File: src/rtl/agc_pkg.sv
// Shared widths, offset limits and sequencer state encoding for the AGC loop controller.
package agc_pkg;
   localparam int SCALE_W = 17;
   localparam int OFF_W   = 8;
   localparam int SQ_W    = 24;
   localparam int CNT_W   = 21;
   localparam int STEP_W  = 16;
   localparam int ITER_W  = 16;

   localparam logic signed [OFF_W-1:0] OFF_MIN = 8'sh80;
   localparam logic signed [OFF_W-1:0] OFF_MAX = 8'sh7F;
   localparam logic signed [OFF_W-1:0] OFF_ONE = 8'sh01;

   typedef enum logic [3:0] {
      ST_IDLE,
      ST_INIT,
      ST_INIT_APPLY,
      ST_TICK,
      ST_MEASURE,
      ST_SETTLE,
      ST_COMPUTE,
      ST_LOAD,
      ST_APPLY
   } state_e;
endpackage

File: src/rtl/agc_loop_ctrl_if.sv
// Bundle between the loop controller (master) and one agc_core (slave).
interface agc_loop_ctrl_if;
   import agc_pkg::*;

   logic                     agc_tick_o;
   logic                     agc_ce_o;
   logic                     agc_rst_o;
   logic [SCALE_W-1:0]       agc_scale_o;
   logic [OFF_W-1:0]         agc_offset_o;
   logic                     agc_scale_ce_o;
   logic                     agc_offset_ce_o;
   logic                     agc_apply_o;
   logic [SQ_W-1:0]          sq_accum_i;
   logic [CNT_W-1:0]         gt_accum_i;
   logic [CNT_W-1:0]         lt_accum_i;

   modport master (
      output agc_tick_o, agc_ce_o, agc_rst_o, agc_scale_o, agc_offset_o,
             agc_scale_ce_o, agc_offset_ce_o, agc_apply_o,
      input  sq_accum_i, gt_accum_i, lt_accum_i
   );

   modport slave (
      input  agc_tick_o, agc_ce_o, agc_rst_o, agc_scale_o, agc_offset_o,
             agc_scale_ce_o, agc_offset_ce_o, agc_apply_o,
      output sq_accum_i, gt_accum_i, lt_accum_i
   );
endinterface

File: src/rtl/agc_step_calc.sv
// Combinational scale/offset stepping with saturation; clip_o flags any clamped result.
module agc_step_calc
   import agc_pkg::*;
#(
   parameter logic [SCALE_W-1:0] SCALE_MAX = 17'h1FFFF
) (
   input  logic [SCALE_W-1:0]       scale_i,
   input  logic signed [OFF_W-1:0]  offset_i,
   input  logic [SQ_W-1:0]          sq_i,
   input  logic [SQ_W-1:0]          target_i,
   input  logic [SQ_W-1:0]          deadband_i,
   input  logic [STEP_W-1:0]        step_i,
   input  logic [CNT_W-1:0]         thresh_i,
   input  logic [CNT_W-1:0]         gt_i,
   input  logic [CNT_W-1:0]         lt_i,
   output logic [SCALE_W-1:0]       scale_o,
   output logic signed [OFF_W-1:0]  offset_o,
   output logic                     clip_o
);
   // Each helper returns {clip, value}.
   function automatic logic [SCALE_W:0] scale_down(input logic [SCALE_W-1:0] s,
                                                   input logic [STEP_W-1:0]  st);
      logic [SCALE_W:0] se, ste;
      se  = {1'b0, s};
      ste = (SCALE_W+1)'(st);
      if (ste > se) return {1'b1, {SCALE_W{1'b0}}};
      return se - ste;
   endfunction

   function automatic logic [SCALE_W:0] scale_up(input logic [SCALE_W-1:0] s,
                                                 input logic [STEP_W-1:0]  st);
      logic [SCALE_W:0] sum;
      sum = {1'b0, s} + (SCALE_W+1)'(st);
      if (sum > {1'b0, SCALE_MAX}) return {1'b1, SCALE_MAX};
      return sum;
   endfunction

   function automatic logic [OFF_W:0] off_down(input logic signed [OFF_W-1:0] o);
      if (o == OFF_MIN) return {1'b1, o};
      return {1'b0, o - OFF_ONE};
   endfunction

   function automatic logic [OFF_W:0] off_up(input logic signed [OFF_W-1:0] o);
      if (o == OFF_MAX) return {1'b1, o};
      return {1'b0, o + OFF_ONE};
   endfunction

   logic [SQ_W:0]          sq_ext, band_hi, band_lo;
   logic signed [CNT_W:0]  diff, thr;
   logic [SCALE_W:0]       sc_res;
   logic [OFF_W:0]         of_res;

   // Lower band edge floors at zero; upper edge keeps its carry.
   assign sq_ext  = {1'b0, sq_i};
   assign band_hi = {1'b0, target_i} + {1'b0, deadband_i};
   assign band_lo = (target_i >= deadband_i) ? {1'b0, target_i - deadband_i} : '0;
   assign diff    = $signed({1'b0, gt_i}) - $signed({1'b0, lt_i});
   assign thr     = $signed({1'b0, thresh_i});

   always_comb begin
      sc_res = {1'b0, scale_i};
      of_res = {1'b0, offset_i};
      if (sq_ext > band_hi)      sc_res = scale_down(scale_i, step_i);
      else if (sq_ext < band_lo) sc_res = scale_up(scale_i, step_i);
      if (diff > thr)            of_res = off_down(offset_i);
      else if (diff < -thr)      of_res = off_up(offset_i);
   end

   assign scale_o  = sc_res[SCALE_W-1:0];
   assign offset_o = of_res[OFF_W-1:0];
   assign clip_o   = sc_res[SCALE_W] | of_res[OFF_W];
endmodule

File: src/rtl/agc_loop_ctrl.sv
// Closed-loop AGC sequencer: measure, settle, step scale/offset, load and apply, repeat.
module agc_loop_ctrl
   import agc_pkg::*;
#(
   parameter int unsigned        MEAS_CYCLES   = 131072,
   parameter int unsigned        SETTLE_CYCLES = 6,
   parameter logic [SCALE_W-1:0] SCALE_MAX     = 17'h1FFFF
) (
   input  logic                     aclk,
   input  logic                     aresetn,
   input  logic                     enable_i,
   input  logic                     oneshot_i,
   input  logic [SCALE_W-1:0]       init_scale_i,
   input  logic signed [OFF_W-1:0]  init_offset_i,
   input  logic [SQ_W-1:0]          target_sq_i,
   input  logic [SQ_W-1:0]          deadband_i,
   input  logic [STEP_W-1:0]        scale_step_i,
   input  logic [CNT_W-1:0]         offset_thresh_i,
   agc_loop_ctrl_if.master          core,
   output logic                     busy_o,
   output logic                     iter_done_o,
   output logic                     sat_o,
   output logic [ITER_W-1:0]        iter_count_o
);
   localparam int unsigned TMR_MAX = (MEAS_CYCLES > SETTLE_CYCLES) ? MEAS_CYCLES : SETTLE_CYCLES;
   localparam int          TMR_W   = $clog2(TMR_MAX + 1);
   localparam logic [TMR_W-1:0] MEAS_LAST   = TMR_W'(MEAS_CYCLES - 1);
   localparam logic [TMR_W-1:0] SETTLE_LAST = TMR_W'(SETTLE_CYCLES - 1);

   state_e                    state_q, state_d;
   logic [TMR_W-1:0]          tmr_q, tmr_d;
   logic                      oneshot_q, oneshot_d;
   logic [SCALE_W-1:0]        scale_q, scale_d;
   logic signed [OFF_W-1:0]   offset_q, offset_d;
   logic                      sat_q, sat_d;
   logic [ITER_W-1:0]         iter_q, iter_d;
   logic rst_q, rst_d, tick_q, tick_d, ce_q, ce_d, ld_q, ld_d;
   logic apply_q, apply_d, done_q, done_d, busy_q, busy_d;

   logic [SCALE_W-1:0]        calc_scale;
   logic signed [OFF_W-1:0]   calc_offset;
   logic                      calc_clip;

   agc_step_calc #(.SCALE_MAX(SCALE_MAX)) u_step (
      .scale_i    (scale_q),
      .offset_i   (offset_q),
      .sq_i       (core.sq_accum_i),
      .target_i   (target_sq_i),
      .deadband_i (deadband_i),
      .step_i     (scale_step_i),
      .thresh_i   (offset_thresh_i),
      .gt_i       (core.gt_accum_i),
      .lt_i       (core.lt_accum_i),
      .scale_o    (calc_scale),
      .offset_o   (calc_offset),
      .clip_o     (calc_clip)
   );

   // Registered outputs are decoded from the next state, so each strobe lines up with its state.
   always_comb begin
      state_d   = state_q;
      tmr_d     = tmr_q;
      oneshot_d = oneshot_q;
      scale_d   = scale_q;
      offset_d  = offset_q;
      sat_d     = sat_q;
      iter_d    = iter_q;
      case (state_q)
         ST_IDLE: if (enable_i | oneshot_i) begin
            state_d   = ST_INIT;
            oneshot_d = ~enable_i;
            iter_d    = '0;
            sat_d     = 1'b0;
            scale_d   = init_scale_i;
            offset_d  = init_offset_i;
         end
         ST_INIT:       state_d = ST_INIT_APPLY;
         ST_INIT_APPLY: state_d = ST_TICK;
         ST_TICK: begin
            state_d = ST_MEASURE;
            tmr_d   = '0;
         end
         ST_MEASURE: if (tmr_q == MEAS_LAST) begin
            state_d = ST_SETTLE;
            tmr_d   = '0;
         end else begin
            tmr_d = tmr_q + 1'b1;
         end
         // Accumulators are valid at the end of the settle wait; results show during COMPUTE.
         ST_SETTLE: if (tmr_q == SETTLE_LAST) begin
            state_d  = ST_COMPUTE;
            scale_d  = calc_scale;
            offset_d = calc_offset;
            sat_d    = sat_q | calc_clip;
         end else begin
            tmr_d = tmr_q + 1'b1;
         end
         ST_COMPUTE: state_d = ST_LOAD;
         ST_LOAD: begin
            state_d = ST_APPLY;
            iter_d  = iter_q + 1'b1;
         end
         ST_APPLY: state_d = (enable_i & ~oneshot_q) ? ST_TICK : ST_IDLE;
         default:  state_d = ST_IDLE;
      endcase

      rst_d   = (state_d == ST_INIT);
      tick_d  = (state_d == ST_TICK);
      ce_d    = (state_d == ST_MEASURE);
      ld_d    = (state_d == ST_INIT) || (state_d == ST_LOAD);
      apply_d = (state_d == ST_INIT_APPLY) || (state_d == ST_APPLY);
      done_d  = (state_d == ST_APPLY);
      busy_d  = (state_d != ST_IDLE);
   end

   always_ff @(posedge aclk) begin
      tmr_q <= tmr_d;
      if (!aresetn) begin
         state_q   <= ST_IDLE;
         oneshot_q <= 1'b0;
         scale_q   <= '0;
         offset_q  <= '0;
         sat_q     <= 1'b0;
         iter_q    <= '0;
         rst_q     <= 1'b0;
         tick_q    <= 1'b0;
         ce_q      <= 1'b0;
         ld_q      <= 1'b0;
         apply_q   <= 1'b0;
         done_q    <= 1'b0;
         busy_q    <= 1'b0;
      end else begin
         state_q   <= state_d;
         oneshot_q <= oneshot_d;
         scale_q   <= scale_d;
         offset_q  <= offset_d;
         sat_q     <= sat_d;
         iter_q    <= iter_d;
         rst_q     <= rst_d;
         tick_q    <= tick_d;
         ce_q      <= ce_d;
         ld_q      <= ld_d;
         apply_q   <= apply_d;
         done_q    <= done_d;
         busy_q    <= busy_d;
      end
   end

   assign core.agc_rst_o      = rst_q;
   assign core.agc_tick_o     = tick_q;
   assign core.agc_ce_o       = ce_q;
   assign core.agc_scale_o    = scale_q;
   assign core.agc_offset_o   = offset_q;
   assign core.agc_scale_ce_o = ld_q;
   assign core.agc_offset_ce_o = ld_q;
   assign core.agc_apply_o    = apply_q;
   assign busy_o              = busy_q;
   assign iter_done_o         = done_q;
   assign sat_o               = sat_q;
   assign iter_count_o        = iter_q;
endmodule
File: src/flat_wrapper.sv
// flat-port wrapper written by rule: the top's interface ports become plain ports
module agc_loop_ctrl_flat import agc_pkg::*;
#(
   parameter int unsigned        MEAS_CYCLES   = 131072,
   parameter int unsigned        SETTLE_CYCLES = 6,
   parameter logic [SCALE_W-1:0] SCALE_MAX     = 17'h1FFFF
)
  (aclk, aresetn, enable_i, oneshot_i, init_scale_i, init_offset_i, target_sq_i, deadband_i, scale_step_i, offset_thresh_i, busy_o, iter_done_o, sat_o, iter_count_o, core_agc_tick_o, core_agc_ce_o, core_agc_rst_o, core_agc_scale_o, core_agc_offset_o, core_agc_scale_ce_o, core_agc_offset_ce_o, core_agc_apply_o, core_sq_accum_i, core_gt_accum_i, core_lt_accum_i);
  agc_loop_ctrl_if core_i ();
  input  logic aclk;
  input  logic aresetn;
  input  logic enable_i;
  input  logic oneshot_i;
  input  logic [SCALE_W-1:0] init_scale_i;
  input  logic signed [OFF_W-1:0] init_offset_i;
  input  logic [SQ_W-1:0] target_sq_i;
  input  logic [SQ_W-1:0] deadband_i;
  input  logic [STEP_W-1:0] scale_step_i;
  input  logic [CNT_W-1:0] offset_thresh_i;
  output logic busy_o;
  output logic iter_done_o;
  output logic sat_o;
  output logic [ITER_W-1:0] iter_count_o;
  output wire logic [$bits(core_i.agc_tick_o)-1:0] core_agc_tick_o;
  output wire logic [$bits(core_i.agc_ce_o)-1:0] core_agc_ce_o;
  output wire logic [$bits(core_i.agc_rst_o)-1:0] core_agc_rst_o;
  output wire logic [$bits(core_i.agc_scale_o)-1:0] core_agc_scale_o;
  output wire logic [$bits(core_i.agc_offset_o)-1:0] core_agc_offset_o;
  output wire logic [$bits(core_i.agc_scale_ce_o)-1:0] core_agc_scale_ce_o;
  output wire logic [$bits(core_i.agc_offset_ce_o)-1:0] core_agc_offset_ce_o;
  output wire logic [$bits(core_i.agc_apply_o)-1:0] core_agc_apply_o;
  input wire logic [$bits(core_i.sq_accum_i)-1:0] core_sq_accum_i;
  input wire logic [$bits(core_i.gt_accum_i)-1:0] core_gt_accum_i;
  input wire logic [$bits(core_i.lt_accum_i)-1:0] core_lt_accum_i;
  assign core_agc_tick_o = core_i.agc_tick_o;
  assign core_agc_ce_o = core_i.agc_ce_o;
  assign core_agc_rst_o = core_i.agc_rst_o;
  assign core_agc_scale_o = core_i.agc_scale_o;
  assign core_agc_offset_o = core_i.agc_offset_o;
  assign core_agc_scale_ce_o = core_i.agc_scale_ce_o;
  assign core_agc_offset_ce_o = core_i.agc_offset_ce_o;
  assign core_agc_apply_o = core_i.agc_apply_o;
  assign core_i.sq_accum_i = core_sq_accum_i;
  assign core_i.gt_accum_i = core_gt_accum_i;
  assign core_i.lt_accum_i = core_lt_accum_i;
  agc_loop_ctrl #(.MEAS_CYCLES(MEAS_CYCLES), .SETTLE_CYCLES(SETTLE_CYCLES), .SCALE_MAX(SCALE_MAX)) u_core (.aclk(aclk), .aresetn(aresetn), .enable_i(enable_i), .oneshot_i(oneshot_i), .init_scale_i(init_scale_i), .init_offset_i(init_offset_i), .target_sq_i(target_sq_i), .deadband_i(deadband_i), .scale_step_i(scale_step_i), .offset_thresh_i(offset_thresh_i), .core(core_i), .busy_o(busy_o), .iter_done_o(iter_done_o), .sat_o(sat_o), .iter_count_o(iter_count_o));
endmodule
File: config.mk
export PLATFORM = sky130hd
export DESIGN_NAME = agc_loop_ctrl_flat
export DESIGN_NICKNAME = d
export VERILOG_FILES = /design/src/rtl/agc_pkg.sv /design/src/rtl/agc_loop_ctrl_if.sv /design/src/rtl/agc_step_calc.sv /design/src/rtl/agc_loop_ctrl.sv /design/src/flat_wrapper.sv
export SDC_FILE = /design/constraint.sdc
export NUM_CORES = 1
export LEC_CHECK = 0
export ABC_AREA = 1
export CORE_MARGIN = 2
export CORE_UTILIZATION = 59
export DETAILED_ROUTE_END_ITERATION = 12
export PLACE_DENSITY_LB_ADDON = 0.2
export SYNTH_ARGS = -nofsm -noshare
export SYNTH_HDL_FRONTEND = slang
export SYNTH_SLANG_ARGS = --single-unit
export TNS_END_PERCENT = 30
File: constraint.sdc
create_clock -name aclk -period 9.85 [get_ports aclk]
set_input_delay 0.985 -clock aclk [delete_from_list [all_inputs] [get_ports aclk]]
set_output_delay 0.985 -clock aclk [all_outputs]
set_load 0.01 [all_outputs]
==> metrics <==
status complete, no violations; Yosys warnings 0; hold path depth 2; worst path required time 10,030 ps; Critical Path End Type flop; post-synthesis sequential area ratio 13.1%; CP Launch Type input pin; total track usage 31.5%; r2r worst-path depth 20; detailed-route wire length 35,400 µm; Setup CP Type in -> reg; number of global-route vias before repair 12.7k; Starting Density 60.6%; P per Cell Area 114 nW/µm²; GP Congestion 0.940; Port Buf Inserts 229; Worst-path clk slew 60 ps; distinct cell type count after synthesis 60; Die ar. 22,100 µm²; Reg2Reg Launch Point u_core.core.agc_scale_o[0]; clock sinks 72; Post-Syn Nets 2,330; DR WL/cell 14.7 µm; area fraction of the dominant cell type after synthesis 20.0%; Slew headroom 26.1%; largest net degree at the start of global routing 36; top post-synthesis cells by area ha_1, nand2_1, inv_1; hpwl dp 29,300 µm; Worst R2R End u_core.core.agc_scale_o[5]; Worst Path Max Fanout 33; cts repair resizes 0; peak supply drop 0.0837 mV; NumNets Final 2,516; Setup TNS Final 0 ps; # hold bufs at CTS 0; Leakage Power 7.49 nW; initial antenna violation count 3; std cell rows 52; vias 13.5k; synthesized cell area 12,300 µm²; layout cells sized above 1 4.82%; buffers inserted by post-CTS timing repair 0; I/O pin count 230; Finished Layout Cells 2,411; RSZ-0062 raised after global routing false; Worst EP arrival 6380 ps; Slew Limit Fails 0; initial DRC count 970; Crit-path slowest cell nor4b_1; most numerous cell in the Yosys netlist nand2_1; Clock Skews 8.18 ps; gr ovfl total 0; startpoint of the worst hold path u_core.sat_o; clock latency on the worst-skew pair 330 ps; Layout area overhead 21.0%; post-placement cell count 2,393; H-tree lvl count 3; f_max 0.161 GHz; slack of the worst reg-to-reg path 6660 ps; Final Hold Viols 0; Core ar. 20,400 µm²; Chip Width 149 µm; final worst-path cycle share 63.0%; Post-synth EDFFs 18; most frequent cells after synthesis nand2_1, inv_1, nor2_1, ha_1, a21oi_1; Critical Path Max Stage Delay 580 ps; average vias per placed instance 5.59; Final Setup Violations 0; max cap viols 0; # fillers 1,748; clock root buffer clkbuf_16; synthesized area per cell 6.34 µm²; die height 149 µm; CTS buffer count 9; measured slew at the worst slew-check pin 1110 ps; post-layout min period 6200 ps; Synth Register Bits 72; first-pass GRT wire length 58,200 µm; residual DRC count 0; cell taking the most area after synthesis ha_1; drt pass-1 iters 8; CTS tree yes; Primary FF master, synth dfxtp_1; clk buf depth 2; Worst Hold End u_core.sat_o; ys async rst share 0%; post-route ant nets 0; Post-Syn Instances 1,948; Hold WC Path Type reg -> reg
==> area by class of cell <==
cell class / instances / area (µm²) / share of cell area [%]
Clock inverter: 6 / 41.3 / 0.276
Inverter: 320 / 1200 / 8.04
Timing Repair Buffer: 233 / 2320 / 15.5
Sequential cell: 72 / 1620 / 10.9
Antenna cell: 2 / 5.00 / 0.0335
Clock buffer: 10 / 229 / 1.53
Tap cell: 270 / 338 / 2.26
Multi-Input combinational cell: 1498 / 9190 / 61.5
==> placed cells by master, fill, tap and decap left out, types with 5 or more instances in the layout <==
cell / netlist / layout
a211oi_1: 12 / 12
a21boi_1: 15 / 15
a21o_1: 5 / 5
a21oi_1: 167 / 167
a221oi_1: 6 / 6
a31oi_1: 9 / 9
clkbuf_16: 0 / 9
clkdlybuf4s50_1: 0 / 229
dfxtp_1: 54 / 54
edfxtp_1: 18 / 18
fa_1: 5 / 5
ha_1: 197 / 197
inv_1: 318 / 318
nand2_1: 354 / 354
nand2_2: 13 / 13
nand3_1: 128 / 128
nand4_1: 30 / 30
nor2_1: 217 / 217
nor2_2: 17 / 17
nor3_1: 34 / 34
nor4_1: 11 / 11
o211ai_1: 6 / 6
o21ai_0: 79 / 79
o21ai_1: 6 / 6
o21bai_1: 10 / 10
o221ai_1: 5 / 5
o22ai_1: 6 / 6
or2_2: 34 / 34
xnor2_1: 11 / 11
xor2_1: 78 / 78
==> critical path, delay by kind of cell <==
family	cells	cell delay (ps)
adders and majority gates	3	880
AOI/OAI and AO/OA	4	860
and+or+nand+nor	18	2850
buffers and inverters	5	780
==> flip-flops by register name, indices dropped and copies added, names as in the netlist <==
signal / flops
u_core.sat_o: 1
u_core.iter_done_o: 1
u_core.core.agc_rst_o: 1
u_core.core.agc_apply_o: 1
u_core.oneshot_q: 1
u_core.core.agc_tick_o: 1
u_core.core.agc_scale_o: 17
u_core.core.agc_offset_o: 8
u_core.core.agc_offset_ce_o: 1
u_core.busy_o: 1
u_core.state_q: 4
u_core.tmr_q: 18
u_core.core.agc_ce_o: 1
u_core.iter_count_o: 16
==> how the worst max path moves through the flow <==
stage	end	cells after the start	start
after floorplan	u_core.core.agc_offset_o[2]	32	core_gt_accum_i[0]
after global placement	u_core.core.agc_scale_o[15]	28	deadband_i[1]
after detailed placement	u_core.core.agc_scale_o[16]	30	target_sq_i[0]
after CTS	u_core.core.agc_scale_o[16]	30	target_sq_i[0]
after global routing	u_core.core.agc_scale_o[4]	30	target_sq_i[0]
final	u_core.core.agc_scale_o[16]	30	target_sq_i[0]
==> metrics by stage <==
| step | hold WS [ps] | utilization [%] | power, W | instance area [µm²] | worst slack, ps |
|---|---|---|---|---|---|
| 2_1_floorplan | 502 | - | 0.00107 | 12300 | 5020 |
| 3_3_place_gp | 468 | 72.0 | 0.00136 | 14700 | 3610 |
| 3_5_place_dp | 473 | 72.0 | 0.00138 | 14700 | 3450 |
| 4_1_cts | 490 | 73.4 | 0.00168 | 14900 | 3770 |
| 5_1_grt | 526 | 73.4 | 0.00184 | 14900 | 3270 |
| 6_report | 487 | 73.4 | 0.00170 | 14900 | 3650 |
==> cell families (layout without fill, tap and decap cells) <==
group	count (synthesis)	count (layout)	share of synthesized area, %
other	0	2	0
adders and majority gates	202	202	20.8
AOI/OAI and AO/OA	349	349	16.4
xor gates and xnor gates	89	89	6.31
buffers and inverters	378	569	12.5
and+or+nand+nor	858	858	31.0
DFF	72	72	13.1
==> per-layer routing <==
metal  up-vias  track usage (%)  routed length (µm)
met5         -                0                   0
met4         0             8.29                 827
met3        66             4.11                2710
met2       481             55.8               16800
met1      6164             40.3               15100
li1       6762                -                   -
==> where the power goes <==
| group | switching [W] | leakage [nW] | internal (W) | total [W] |
|---|---|---|---|---|
| combinational | 0.000605 | 6.75 | 0.000413 | 0.00102 |
| clock | 0.000128 | 0.138 | 0.000172 | 0.000299 |
| sequential | 0.0000428 | 0.610 | 0.000337 | 0.000380 |
| total | 0.000775 | 7.49 | 0.000922 | 0.00170 |
Note: power is estimated with default switching activity, not from simulation.
